--- src/rtl/sd_bus_arbiter_if.sv ---
// Signal bundle between the SD SPI arbiter, its user request ports and the init/write/read engines.
// The arbiter uses the master view; the surrounding logic (or a testbench) uses the slave view.
interface sd_bus_arbiter_if;
  logic        sd_cs;
  logic        sd_mosi;
  logic        init_cs;
  logic        init_mosi;
  logic        init_done;
  logic        wr_req;
  logic [31:0] wr_addr;
  logic        wr_ready;
  logic        wr_ack;
  logic        rd_req;
  logic [31:0] rd_addr;
  logic        rd_ready;
  logic        rd_ack;
  logic        wr_start_en;
  logic [31:0] wr_sec_addr;
  logic        wr_busy;
  logic        wr_cs;
  logic        wr_mosi;
  logic        rd_start_en;
  logic [31:0] rd_sec_addr;
  logic        rd_busy;
  logic        rd_cs;
  logic        rd_mosi;
  logic [1:0]  owner;
  logic        timeout_err;

  modport master (
    output sd_cs, sd_mosi, wr_ready, wr_ack, rd_ready, rd_ack,
           wr_start_en, wr_sec_addr, rd_start_en, rd_sec_addr, owner, timeout_err,
    input  init_cs, init_mosi, init_done, wr_req, wr_addr, rd_req, rd_addr,
           wr_busy, wr_cs, wr_mosi, rd_busy, rd_cs, rd_mosi
  );

  modport slave (
    input  sd_cs, sd_mosi, wr_ready, wr_ack, rd_ready, rd_ack,
           wr_start_en, wr_sec_addr, rd_start_en, rd_sec_addr, owner, timeout_err,
    output init_cs, init_mosi, init_done, wr_req, wr_addr, rd_req, rd_addr,
           wr_busy, wr_cs, wr_mosi, rd_busy, rd_cs, rd_mosi
  );
endinterface

--- src/rtl/sd_bus_arbiter.sv ---
// Shares the SD-card SPI lines between the init, sector-write and sector-read engines:
// init owns the bus until init_done, then one write and one read request are served round-robin.
module sd_bus_arbiter #(
  parameter int unsigned START_TIMEOUT = 64,
  parameter int unsigned OP_TIMEOUT    = 1000000,
  parameter int unsigned IDLE_GAP      = 8
) (
  input logic              clk_ref,
  input logic              rstn,
  sd_bus_arbiter_if.master bus
);

  localparam int unsigned CNT_W = 24;
  localparam logic [CNT_W-1:0] CNT_MAX    = '1;
  localparam logic [CNT_W-1:0] START_LAST = CNT_W'(START_TIMEOUT - 1);
  localparam logic [CNT_W-1:0] OP_LAST    = CNT_W'(OP_TIMEOUT - 1);
  localparam logic [CNT_W-1:0] GAP_LAST   = CNT_W'(IDLE_GAP - 1);

  localparam logic [1:0] OWN_NONE = 2'd0;
  localparam logic [1:0] OWN_INIT = 2'd1;
  localparam logic [1:0] OWN_WR   = 2'd2;
  localparam logic [1:0] OWN_RD   = 2'd3;

  typedef enum logic [2:0] {
    ST_INIT  = 3'd0,
    ST_GAP   = 3'd1,
    ST_IDLE  = 3'd2,
    ST_START = 3'd3,
    ST_RUN   = 3'd4
  } state_e;

  state_e           state_q, state_d;
  logic [1:0]       owner_q, owner_d;
  logic [CNT_W-1:0] cnt_q, cnt_d;
  logic             wr_start_q, wr_start_d;
  logic             rd_start_q, rd_start_d;
  logic             wr_pend_q, wr_pend_d;
  logic             rd_pend_q, rd_pend_d;
  logic [31:0]      wr_addr_q, wr_addr_d;
  logic [31:0]      rd_addr_q, rd_addr_d;
  logic             wr_ready_q, wr_ready_d;
  logic             rd_ready_q, rd_ready_d;
  logic             wr_ack_q, wr_ack_d;
  logic             rd_ack_q, rd_ack_d;
  logic             tmo_q, tmo_d;
  logic             last_rd_q, last_rd_d;
  logic             busy_sel;

  assign busy_sel = (owner_q == OWN_WR) ? bus.wr_busy : bus.rd_busy;

  // Next-state, request capture and grant logic.
  always_comb begin
    state_d    = state_q;
    owner_d    = owner_q;
    cnt_d      = (cnt_q == CNT_MAX) ? cnt_q : cnt_q + CNT_W'(1);
    wr_start_d = wr_start_q;
    rd_start_d = rd_start_q;
    wr_pend_d  = wr_pend_q;
    rd_pend_d  = rd_pend_q;
    wr_addr_d  = wr_addr_q;
    rd_addr_d  = rd_addr_q;
    wr_ack_d   = 1'b0;
    rd_ack_d   = 1'b0;
    tmo_d      = 1'b0;
    last_rd_d  = last_rd_q;

    if (bus.wr_req && wr_ready_q) begin
      wr_pend_d = 1'b1;
      wr_addr_d = bus.wr_addr;
    end
    if (bus.rd_req && rd_ready_q) begin
      rd_pend_d = 1'b1;
      rd_addr_d = bus.rd_addr;
    end

    case (state_q)
      ST_INIT: begin
        owner_d = OWN_INIT;
        if (bus.init_done) begin
          state_d = ST_GAP;
          owner_d = OWN_NONE;
          cnt_d   = '0;
        end
      end
      ST_GAP: begin
        if (cnt_q == GAP_LAST) begin
          state_d = ST_IDLE;
          cnt_d   = '0;
        end
      end
      ST_IDLE: begin
        // A request accepted this cycle may be granted in the same cycle.
        if (wr_pend_d && (!rd_pend_d || last_rd_q)) begin
          state_d    = ST_START;
          owner_d    = OWN_WR;
          wr_start_d = 1'b1;
          last_rd_d  = 1'b0;
          cnt_d      = '0;
        end else if (rd_pend_d) begin
          state_d    = ST_START;
          owner_d    = OWN_RD;
          rd_start_d = 1'b1;
          last_rd_d  = 1'b1;
          cnt_d      = '0;
        end
      end
      ST_START: begin
        if (busy_sel) begin
          state_d    = ST_RUN;
          wr_start_d = 1'b0;
          rd_start_d = 1'b0;
          cnt_d      = '0;
        end else if (cnt_q == START_LAST) begin
          state_d    = ST_GAP;
          owner_d    = OWN_NONE;
          wr_start_d = 1'b0;
          rd_start_d = 1'b0;
          tmo_d      = 1'b1;
          cnt_d      = '0;
          if (owner_q == OWN_WR) wr_pend_d = 1'b0;
          else                   rd_pend_d = 1'b0;
        end
      end
      ST_RUN: begin
        // Entry required busy high, so the first low sample is the falling edge.
        if (!busy_sel) begin
          state_d = ST_GAP;
          owner_d = OWN_NONE;
          cnt_d   = '0;
          if (owner_q == OWN_WR) begin
            wr_ack_d  = 1'b1;
            wr_pend_d = 1'b0;
          end else begin
            rd_ack_d  = 1'b1;
            rd_pend_d = 1'b0;
          end
        end else if (cnt_q == OP_LAST) begin
          state_d = ST_GAP;
          owner_d = OWN_NONE;
          tmo_d   = 1'b1;
          cnt_d   = '0;
          if (owner_q == OWN_WR) wr_pend_d = 1'b0;
          else                   rd_pend_d = 1'b0;
        end
      end
      default: begin
        state_d = ST_INIT;
        owner_d = OWN_INIT;
        cnt_d   = '0;
      end
    endcase

    // Losing the card drops everything back to the init engine.
    if ((state_q != ST_INIT) && !bus.init_done) begin
      state_d    = ST_INIT;
      owner_d    = OWN_INIT;
      cnt_d      = '0;
      wr_start_d = 1'b0;
      rd_start_d = 1'b0;
      wr_pend_d  = 1'b0;
      rd_pend_d  = 1'b0;
      wr_ack_d   = 1'b0;
      rd_ack_d   = 1'b0;
      tmo_d      = 1'b0;
    end

    wr_ready_d = (state_d != ST_INIT) && !wr_pend_d;
    rd_ready_d = (state_d != ST_INIT) && !rd_pend_d;
  end

  always_ff @(posedge clk_ref or negedge rstn) begin
    if (!rstn) begin
      state_q    <= ST_INIT;
      owner_q    <= OWN_INIT;
      cnt_q      <= '0;
      wr_start_q <= 1'b0;
      rd_start_q <= 1'b0;
      wr_pend_q  <= 1'b0;
      rd_pend_q  <= 1'b0;
      wr_addr_q  <= '0;
      rd_addr_q  <= '0;
      wr_ready_q <= 1'b0;
      rd_ready_q <= 1'b0;
      wr_ack_q   <= 1'b0;
      rd_ack_q   <= 1'b0;
      tmo_q      <= 1'b0;
      last_rd_q  <= 1'b1;
    end else begin
      state_q    <= state_d;
      owner_q    <= owner_d;
      cnt_q      <= cnt_d;
      wr_start_q <= wr_start_d;
      rd_start_q <= rd_start_d;
      wr_pend_q  <= wr_pend_d;
      rd_pend_q  <= rd_pend_d;
      wr_addr_q  <= wr_addr_d;
      rd_addr_q  <= rd_addr_d;
      wr_ready_q <= wr_ready_d;
      rd_ready_q <= rd_ready_d;
      wr_ack_q   <= wr_ack_d;
      rd_ack_q   <= rd_ack_d;
      tmo_q      <= tmo_d;
      last_rd_q  <= last_rd_d;
    end
  end

  // SPI line mux, driven from the registered owner; an unowned bus is parked high.
  always_comb begin
    bus.sd_cs   = 1'b1;
    bus.sd_mosi = 1'b1;
    case (owner_q)
      OWN_INIT: begin bus.sd_cs = bus.init_cs; bus.sd_mosi = bus.init_mosi; end
      OWN_WR:   begin bus.sd_cs = bus.wr_cs;   bus.sd_mosi = bus.wr_mosi;   end
      OWN_RD:   begin bus.sd_cs = bus.rd_cs;   bus.sd_mosi = bus.rd_mosi;   end
      default:  ;
    endcase
  end

  assign bus.owner       = owner_q;
  assign bus.wr_start_en = wr_start_q;
  assign bus.rd_start_en = rd_start_q;
  assign bus.wr_sec_addr = wr_addr_q;
  assign bus.rd_sec_addr = rd_addr_q;
  assign bus.wr_ready    = wr_ready_q;
  assign bus.rd_ready    = rd_ready_q;
  assign bus.wr_ack      = wr_ack_q;
  assign bus.rd_ack      = rd_ack_q;
  assign bus.timeout_err = tmo_q;

endmodule

--- src/flat_wrapper.sv ---
// flat-port wrapper written by rule: the top's interface ports become plain ports
module sd_bus_arbiter_flat 
#(
  parameter int unsigned START_TIMEOUT = 64,
  parameter int unsigned OP_TIMEOUT    = 1000000,
  parameter int unsigned IDLE_GAP      = 8
)
  (clk_ref, rstn, bus_sd_cs, bus_sd_mosi, bus_wr_ready, bus_wr_ack, bus_rd_ready, bus_rd_ack, bus_wr_start_en, bus_wr_sec_addr, bus_rd_start_en, bus_rd_sec_addr, bus_owner, bus_timeout_err, bus_init_cs, bus_init_mosi, bus_init_done, bus_wr_req, bus_wr_addr, bus_rd_req, bus_rd_addr, bus_wr_busy, bus_wr_cs, bus_wr_mosi, bus_rd_busy, bus_rd_cs, bus_rd_mosi);
  sd_bus_arbiter_if bus_i ();
  input logic clk_ref;
  input logic rstn;
  output wire logic [$bits(bus_i.sd_cs)-1:0] bus_sd_cs;
  output wire logic [$bits(bus_i.sd_mosi)-1:0] bus_sd_mosi;
  output wire logic [$bits(bus_i.wr_ready)-1:0] bus_wr_ready;
  output wire logic [$bits(bus_i.wr_ack)-1:0] bus_wr_ack;
  output wire logic [$bits(bus_i.rd_ready)-1:0] bus_rd_ready;
  output wire logic [$bits(bus_i.rd_ack)-1:0] bus_rd_ack;
  output wire logic [$bits(bus_i.wr_start_en)-1:0] bus_wr_start_en;
  output wire logic [$bits(bus_i.wr_sec_addr)-1:0] bus_wr_sec_addr;
  output wire logic [$bits(bus_i.rd_start_en)-1:0] bus_rd_start_en;
  output wire logic [$bits(bus_i.rd_sec_addr)-1:0] bus_rd_sec_addr;
  output wire logic [$bits(bus_i.owner)-1:0] bus_owner;
  output wire logic [$bits(bus_i.timeout_err)-1:0] bus_timeout_err;
  input wire logic [$bits(bus_i.init_cs)-1:0] bus_init_cs;
  input wire logic [$bits(bus_i.init_mosi)-1:0] bus_init_mosi;
  input wire logic [$bits(bus_i.init_done)-1:0] bus_init_done;
  input wire logic [$bits(bus_i.wr_req)-1:0] bus_wr_req;
  input wire logic [$bits(bus_i.wr_addr)-1:0] bus_wr_addr;
  input wire logic [$bits(bus_i.rd_req)-1:0] bus_rd_req;
  input wire logic [$bits(bus_i.rd_addr)-1:0] bus_rd_addr;
  input wire logic [$bits(bus_i.wr_busy)-1:0] bus_wr_busy;
  input wire logic [$bits(bus_i.wr_cs)-1:0] bus_wr_cs;
  input wire logic [$bits(bus_i.wr_mosi)-1:0] bus_wr_mosi;
  input wire logic [$bits(bus_i.rd_busy)-1:0] bus_rd_busy;
  input wire logic [$bits(bus_i.rd_cs)-1:0] bus_rd_cs;
  input wire logic [$bits(bus_i.rd_mosi)-1:0] bus_rd_mosi;
  assign bus_sd_cs = bus_i.sd_cs;
  assign bus_sd_mosi = bus_i.sd_mosi;
  assign bus_wr_ready = bus_i.wr_ready;
  assign bus_wr_ack = bus_i.wr_ack;
  assign bus_rd_ready = bus_i.rd_ready;
  assign bus_rd_ack = bus_i.rd_ack;
  assign bus_wr_start_en = bus_i.wr_start_en;
  assign bus_wr_sec_addr = bus_i.wr_sec_addr;
  assign bus_rd_start_en = bus_i.rd_start_en;
  assign bus_rd_sec_addr = bus_i.rd_sec_addr;
  assign bus_owner = bus_i.owner;
  assign bus_timeout_err = bus_i.timeout_err;
  assign bus_i.init_cs = bus_init_cs;
  assign bus_i.init_mosi = bus_init_mosi;
  assign bus_i.init_done = bus_init_done;
  assign bus_i.wr_req = bus_wr_req;
  assign bus_i.wr_addr = bus_wr_addr;
  assign bus_i.rd_req = bus_rd_req;
  assign bus_i.rd_addr = bus_rd_addr;
  assign bus_i.wr_busy = bus_wr_busy;
  assign bus_i.wr_cs = bus_wr_cs;
  assign bus_i.wr_mosi = bus_wr_mosi;
  assign bus_i.rd_busy = bus_rd_busy;
  assign bus_i.rd_cs = bus_rd_cs;
  assign bus_i.rd_mosi = bus_rd_mosi;
  sd_bus_arbiter #(.START_TIMEOUT(START_TIMEOUT), .OP_TIMEOUT(OP_TIMEOUT), .IDLE_GAP(IDLE_GAP)) u_core (.clk_ref(clk_ref), .rstn(rstn), .bus(bus_i));
endmodule
--- config.mk ---
export PLATFORM = sky130hd
export DESIGN_NAME = sd_bus_arbiter_flat
export DESIGN_NICKNAME = d
export VERILOG_FILES = /design/src/rtl/sd_bus_arbiter_if.sv /design/src/rtl/sd_bus_arbiter.sv /design/src/flat_wrapper.sv
export SDC_FILE = /design/constraint.sdc
export NUM_CORES = 1
export LEC_CHECK = 0
export ABC_AREA = 1
export BUFFER_PORTS_ARGS = -buffer_cell sky130_fd_sc_hd__buf_2
export CAP_MARGIN = 20
export CORE_MARGIN = 2
export CORE_UTILIZATION = 30
export DETAILED_ROUTE_END_ITERATION = 16
export GPL_TIMING_DRIVEN = 1
export PLACE_DENSITY = 0.62
export SYNTH_ARGS = -nofsm -noshare
export SYNTH_HDL_FRONTEND = slang
export SYNTH_SLANG_ARGS = --single-unit
export TNS_END_PERCENT = 50
--- constraint.sdc ---
create_clock -name clk_ref -period 1.6 [get_ports clk_ref]
set_input_delay 0.24 -clock clk_ref [delete_from_list [all_inputs] [get_ports clk_ref]]
set_output_delay 0.24 -clock clk_ref [all_outputs]
set_load 0.02 [all_outputs]
# [Yosys cells after proc, flatten, opt, wreduce, memory -nomap -nowiden]
# Index checks and enable logic that the tools add are counted.
[op_classes] multipliers=0 shifts=0 add_sub_neg=1 n_mux=73 div=0 n_lt_le_gt_ge=0 eq_ne=20 n_bitwise=0 reduce_logical=20
[op_table] cell="2-to-1 mux 24 bit" n=10
[op_table] cell="one-hot mux 24 bit (5 select lines)" n=1
[op_table] cell="2-to-1 mux 1 bit" n=37
[op_table] cell="2-to-1 mux 3 bit" n=9
[op_table] cell="adder 24 x 1 -> 24 bit, second input constant" n=1
[op_table] cell="== test 24 x 20 -> 1 bit, second input constant" n=1
[op_table] cell="== test 24 bit, second input constant" n=1
[op_table] cell="== test 24 x 3 -> 1 bit, second input constant" n=1
[op_table] cell="== test 24 x 6 -> 1 bit, second input constant" n=1
[op_table] cell="one-hot mux 3 bit (5 select lines)" n=1
[op_table] cell="2-to-1 mux 2 bit" n=7
[op_table] cell="one-hot mux 1 bit (2 select lines)" n=5
[op_table] cell="one-hot mux 2 bit (5 select lines)" n=1
[op_table] cell="!= test 3 x 1 -> 1 bit, second input constant" n=3
[op_table] cell="nonzero test 3 bit" n=3
[op_table] cell="!= test 4 x 1 -> 1 bit, second input constant" n=2
[op_table] cell="== test 3 x 2 -> 1 bit, second input constant" n=2
[op_table] cell="logical AND 1 bit" n=6
[op_table] cell="!= test 3 bit, second input constant" n=2
[op_table] cell="one-hot mux 1 bit (3 select lines)" n=2
[op_table] cell="AND reduction 5 bit" n=1
[op_table] cell="== test 2 bit, second input constant" n=2
[op_table] cell="zero test 1 bit" n=4
[op_table] cell="!= test 4 bit, second input constant" n=1
[op_table] cell="other kinds (10)" n=10
[totals] in_bits=77 memories=0 reg_bits=103 wordCells=129 latch_bits=0 mem_bits_ro=0 out_inout_bits=75 ramBits=0

# [Longest topological paths before layout]
[depth] word_depth=10 depth_mapped=12 ltp_nobuf=12

# [Least setup slack after synthesis]
# No wires, ideal clock.
[synth_timing] kind="register to register" startpoint="register u_core.cnt_q[0]" endpoint="register u_core.cnt_q[3]" period_less_slack_ps=1725 path_stages_with_launch=12 required_time_ps=1476 path_buffers=1 setup_time_ps=124 slack_ps=-125 t_arrival_ps=1601 path_cell_list="dfrtp_1 ha_1 nand2_1 nor2_1 nand2_1 nor2_1 nand3_1 nand2_1 nand4_4 nand2_4 buf_8 a21oi_2"
[synth_between] elab_chain_len=6 word_cells_on_any_way=16
[synth_rtl] item="from (decl)" line_no="sd_bus_arbiter.sv:34" source="logic [CNT_W-1:0] cnt_q, cnt_d;"
[synth_rtl] item="from (signal assigned)" line_no="sd_bus_arbiter.sv:191" source="cnt_q <= cnt_d;"
[synth_rtl] item="adder 24 x 1 -> 24 bit or == test 24 bit (tied branches)" line_no="sd_bus_arbiter.sv:55" source="cnt_d = (cnt_q == CNT_MAX) ? cnt_q : cnt_q + CNT_W'(1);"
[synth_rtl] item="2-to-1 mux 24 bit" line_no="sd_bus_arbiter.sv:55"
[synth_rtl] item="2-to-1 mux 24 bit, on equally long branches" line_no="sd_bus_arbiter.sv:137, sd_bus_arbiter.sv:99, sd_bus_arbiter.sv:113"
[synth_rtl] item="2-to-1 mux 24 bit, on equally long branches" line_no="sd_bus_arbiter.sv:126, sd_bus_arbiter.sv:93, sd_bus_arbiter.sv:108"
[synth_rtl] item="one-hot mux 24 bit (5 select lines) (*)" line_no="sd_bus_arbiter.sv:76" source="case (state_q)"
[synth_rtl] item="2-to-1 mux 24 bit (*)" line_no="sd_bus_arbiter.sv:154" source="if ((state_q != ST_INIT) && !bus.init_done) begin"
[synth_rtl] item="via u_core.cnt_d[3]" line_no="sd_bus_arbiter.sv:34"
# The timed path passes the listed nets; every way through them passes the cells marked *.
# A chain may end at the register's enable or synchronous reset.

# [Worst setup path after layout]
[layout_timing] startpoint="register u_core.cnt_q[0]" endpoint="register u_core.owner_q[1] (netlist: u_core.bus.owner[1])"
[layout_between] elab_chain_len=3 word_cells_on_any_way=5
[layout_rtl] item="== test 24 x 20 -> 1 bit or == test 24 x 6 -> 1 bit (tied branches)" line_no="sd_bus_arbiter.sv:137, sd_bus_arbiter.sv:113"
[layout_rtl] item="!= test 4 bit (no source line) or != test 3 x 1 -> 1 bit (tied branches)"
[layout_rtl] item="AND reduction 5 bit (no source line) (*)"
[layout_rtl] item="to (signal assigned)" line_no="sd_bus_arbiter.sv:190" source="owner_q <= owner_d;"
[layout_rtl] item="to (decl)" line_no="sd_bus_arbiter.sv:33" source="logic [1:0] owner_q, owner_d;"
# Mark *: on every way between the ends. The rest lies on a longest branch, timed or not.

==> results.yml <==
worst_setup_path:
  path_max_fanout: 4
  crit_path_start: "u_core.cnt_q[0]"
  r2r_cells: 12
  r2r_end: "u_core.bus.owner[1]"
  reg2reg_from: "u_core.cnt_q[0]"
  arrival_ns: 1.92
  critPathLaunchType: "flop"
  cp-endpoint: "u_core.bus.owner[1]"
  r2r_setup_slack_ns: -0.08
  timing_worst_setup_path_type: "reg2reg"
  crit_required_ns: 1.84
  crit_path_end_kind: "flop"
floorplanning:
  dieArea_um2: 17700
  die_width_um: 133
  io_pins: 152
  core_um2: 16400
  die-height_um: 133
  rows: 47
  initial_core_util_pct: 30.5
synth:
  netlist-cell-type-count: 37
  synthArstFlopShare_pct: 100
  synthesis.instances: 500
  ys_seq_area_share_pct: 51.6
  synth_area_per_cell_um2: 9.99
  yosysTopAreaCell: "dfrtp_1"
  synth_common_cells: "101 x dfrtp_1, 81 x nand2_1, 64 x mux2_2"
  synth_flop_cell: "dfrtp_1"
  netlist_area_um2: 5000
  netlist_top_cells_area: "dfrtp_1 51%, mux2_2 14%, nand2_1 6.1%"
  synth.most_common_cell: "dfrtp_1"
  yosys_register_bits: 103
  ys_warn_count: 0
  syn_nets: 578
  synth.top_cell.area_share_pct: 50.6
  synth_edf_count: 0
placed_design:
  dp_hpwl_um: 10500
  placedCellCount: 948
  pre_cts_slack_ns: -0.131
  gp_congestion: 0.869
  port_buffers: 151
timing:
  holdWs_ns: 0.116
  setup_viol: 30
  min_period_over_period_pct: 105
  slew_headroom_pct: 71.2
  setup_tns_ns: -1.16
  finalHoldViolations: 0
  skew_ns: 0.00982
  finalWorstSetupSlack_ns: -0.0814
  rsz0062_at_grt: "true"
  max_clock_freq_mhz: 595
  slew_violations: 0
  layout_min_cycle_time_ns: 1.68
  worst_pin_slew_ns: 0.432
routing:
  firstDrtPassIters: 4
  drt_first_iter_violations: 179
  wl_um: 13300
  drc: 0
  ant_nets: 0
  wire_per_inst_um: 13.6
  dr_total_vias: 4260
  viasPerCell: 4.36
finish:
  layout-drive-gt1-share_pct: 54.0
  fillers: 1544
  diodes: 0
  nets: 829
  synthToLayoutAreaGrowth_pct: 45.5
  fin_cells: 976
run:
  maxCapViolCount: 0
global_routing:
  grt_pass1_wl_um: 21500
  antenna_found_initial: 0
  top_usage_layer: "met2"
  grt_util_met3_pct: 3.87
  grt.overflow.total: 0
  grt_use_met2_pct: 25.7
  grtUsageMet1_pct: 19.6
  grt_max_degree: 47
  grt_pass1_vias: 4276
  grt_usage_pct: 15.3
min_path:
  hold_class: "in2reg"
clock_network:
  cts_root_buffer: "clkbuf_16"
  htreeDepth: 3
  clkSlewWorstSetupHoldPaths_ns: 0.08
  cts_max_path_buffers: 2
  clock-sinks: 103
  insertion_delay_ns: 0.35
  cts_buffers: 9
  cts_tree: "done"
status:
  violations: "setup timing"
  outcome: "finished with violations"
power_and_ir_drop:
  ir_worst_vdd_mv: 0.717
  power_w: 0.0113
  pwr_density_cell_nw_per_um2: 1550
  power.leakage_nw: 3.55
[critical path, stage by stage, from the launching register on]
cell     delay (ns)
dfrtp_1        0.40
ha_4           0.18
buf_4          0.12
nand2_4        0.08
nor2_4         0.14
nand3_4        0.07
buf_4          0.15
nand3_1        0.06
o21ai_0        0.08
inv_1          0.12
nand2_2        0.07
nand2_1        0.06
nand2_1        0.04
[power breakdown]
part           switching (W)  leakage (nW)  internal [W]
sequential          0.000476          1.28       0.00359
combinational        0.00274          2.12       0.00221
clock                0.00102         0.151       0.00125
total                0.00424          3.55       0.00705
[placed cells by master (no fill, tap or decap), types with 11 or more instances in the layout]
cell type / netlist / final
a21oi_1: 14 / 12
a21oi_2: 15 / 16
buf_2: 1 / 148
buf_4: 1 / 91
dfrtp_1: 101 / 99
inv_1: 37 / 35
mux2_2: 64 / 64
nand2_1: 81 / 72
nand2_2: 4 / 13
nand3_1: 34 / 31
nor2_1: 61 / 48
nor2_2: 4 / 14
o21ai_0: 15 / 13
xor2_1: 11 / 11
[per-layer routing]
layer / vias to the layer above / wire (um)
met5: - / 0
met4: 0 / 168
met3: 11 / 889
met2: 137 / 6220
met1: 1945 / 5980
li1: 2167 / -
[registers in the layout, summed over array words and instances, names as in the netlist, 2 cells and up]
name	count
u_core.bus.owner	2
u_core.state_q	3
u_core.cnt_q	24
u_core.bus.wr_sec_addr	32
u_core.bus.rd_sec_addr	32
[timing repair]
item                                    CTS  global route
hold endpoints to repair                 19             0
setup buffers                             7             3
endpoints found under the setup margin   32            35
hold buffers                              1             0
resized for setup                        26            14
pin swaps                                 8             7
cloned                                    0             1
[final cells by class]
cell class,count,area (um^2),area share (%)
tap,220,275,3.79
timing repair buffer,250,1600,22.1
clock buffer,9,225,3.10
inverter,42,160,2.20
clock inverter,7,91.3,1.26
multi-input combinational,345,2330,32.1
sequential,103,2580,35.5
[cells by family after synthesis]
kind of cell,count (synthesis),synth area share [%]
AND/OR/NAND/NOR,216,20.4
flip-flops,103,51.6
multiplexers,64,14.4
AO/OA/AOI/OAI,52,6.71
buffers and inverters,52,4.46
XOR/XNOR,12,2.10
adder cells (fa/ha/maj),1,0.250
[worst min path at each step]
stage	startpoint	end	cells past startpoint
3_3_place_gp	rstn	u_core.bus.owner[1]	1
5_1_grt	bus_rd_addr[25]	u_core.bus.rd_sec_addr[25]	2
4_1_cts	bus_rd_addr[25]	u_core.bus.rd_sec_addr[25]	2
3_5_place_dp	rstn	u_core.bus.owner[1]	1
6_report	bus_rd_addr[25]	u_core.bus.rd_sec_addr[25]	2
2_1_floorplan	rstn	u_core.bus.owner[1]	0
[stage by stage]
step                area [um^2]  utilization (%)
floorplan                  5030                -
global placement           6710             40.9
detailed placement         6710             40.9
CTS                        7160             43.7
global route               7270             44.3
finish                     7270             44.3
No activity file was read; power rests on OpenSTA's default activity.
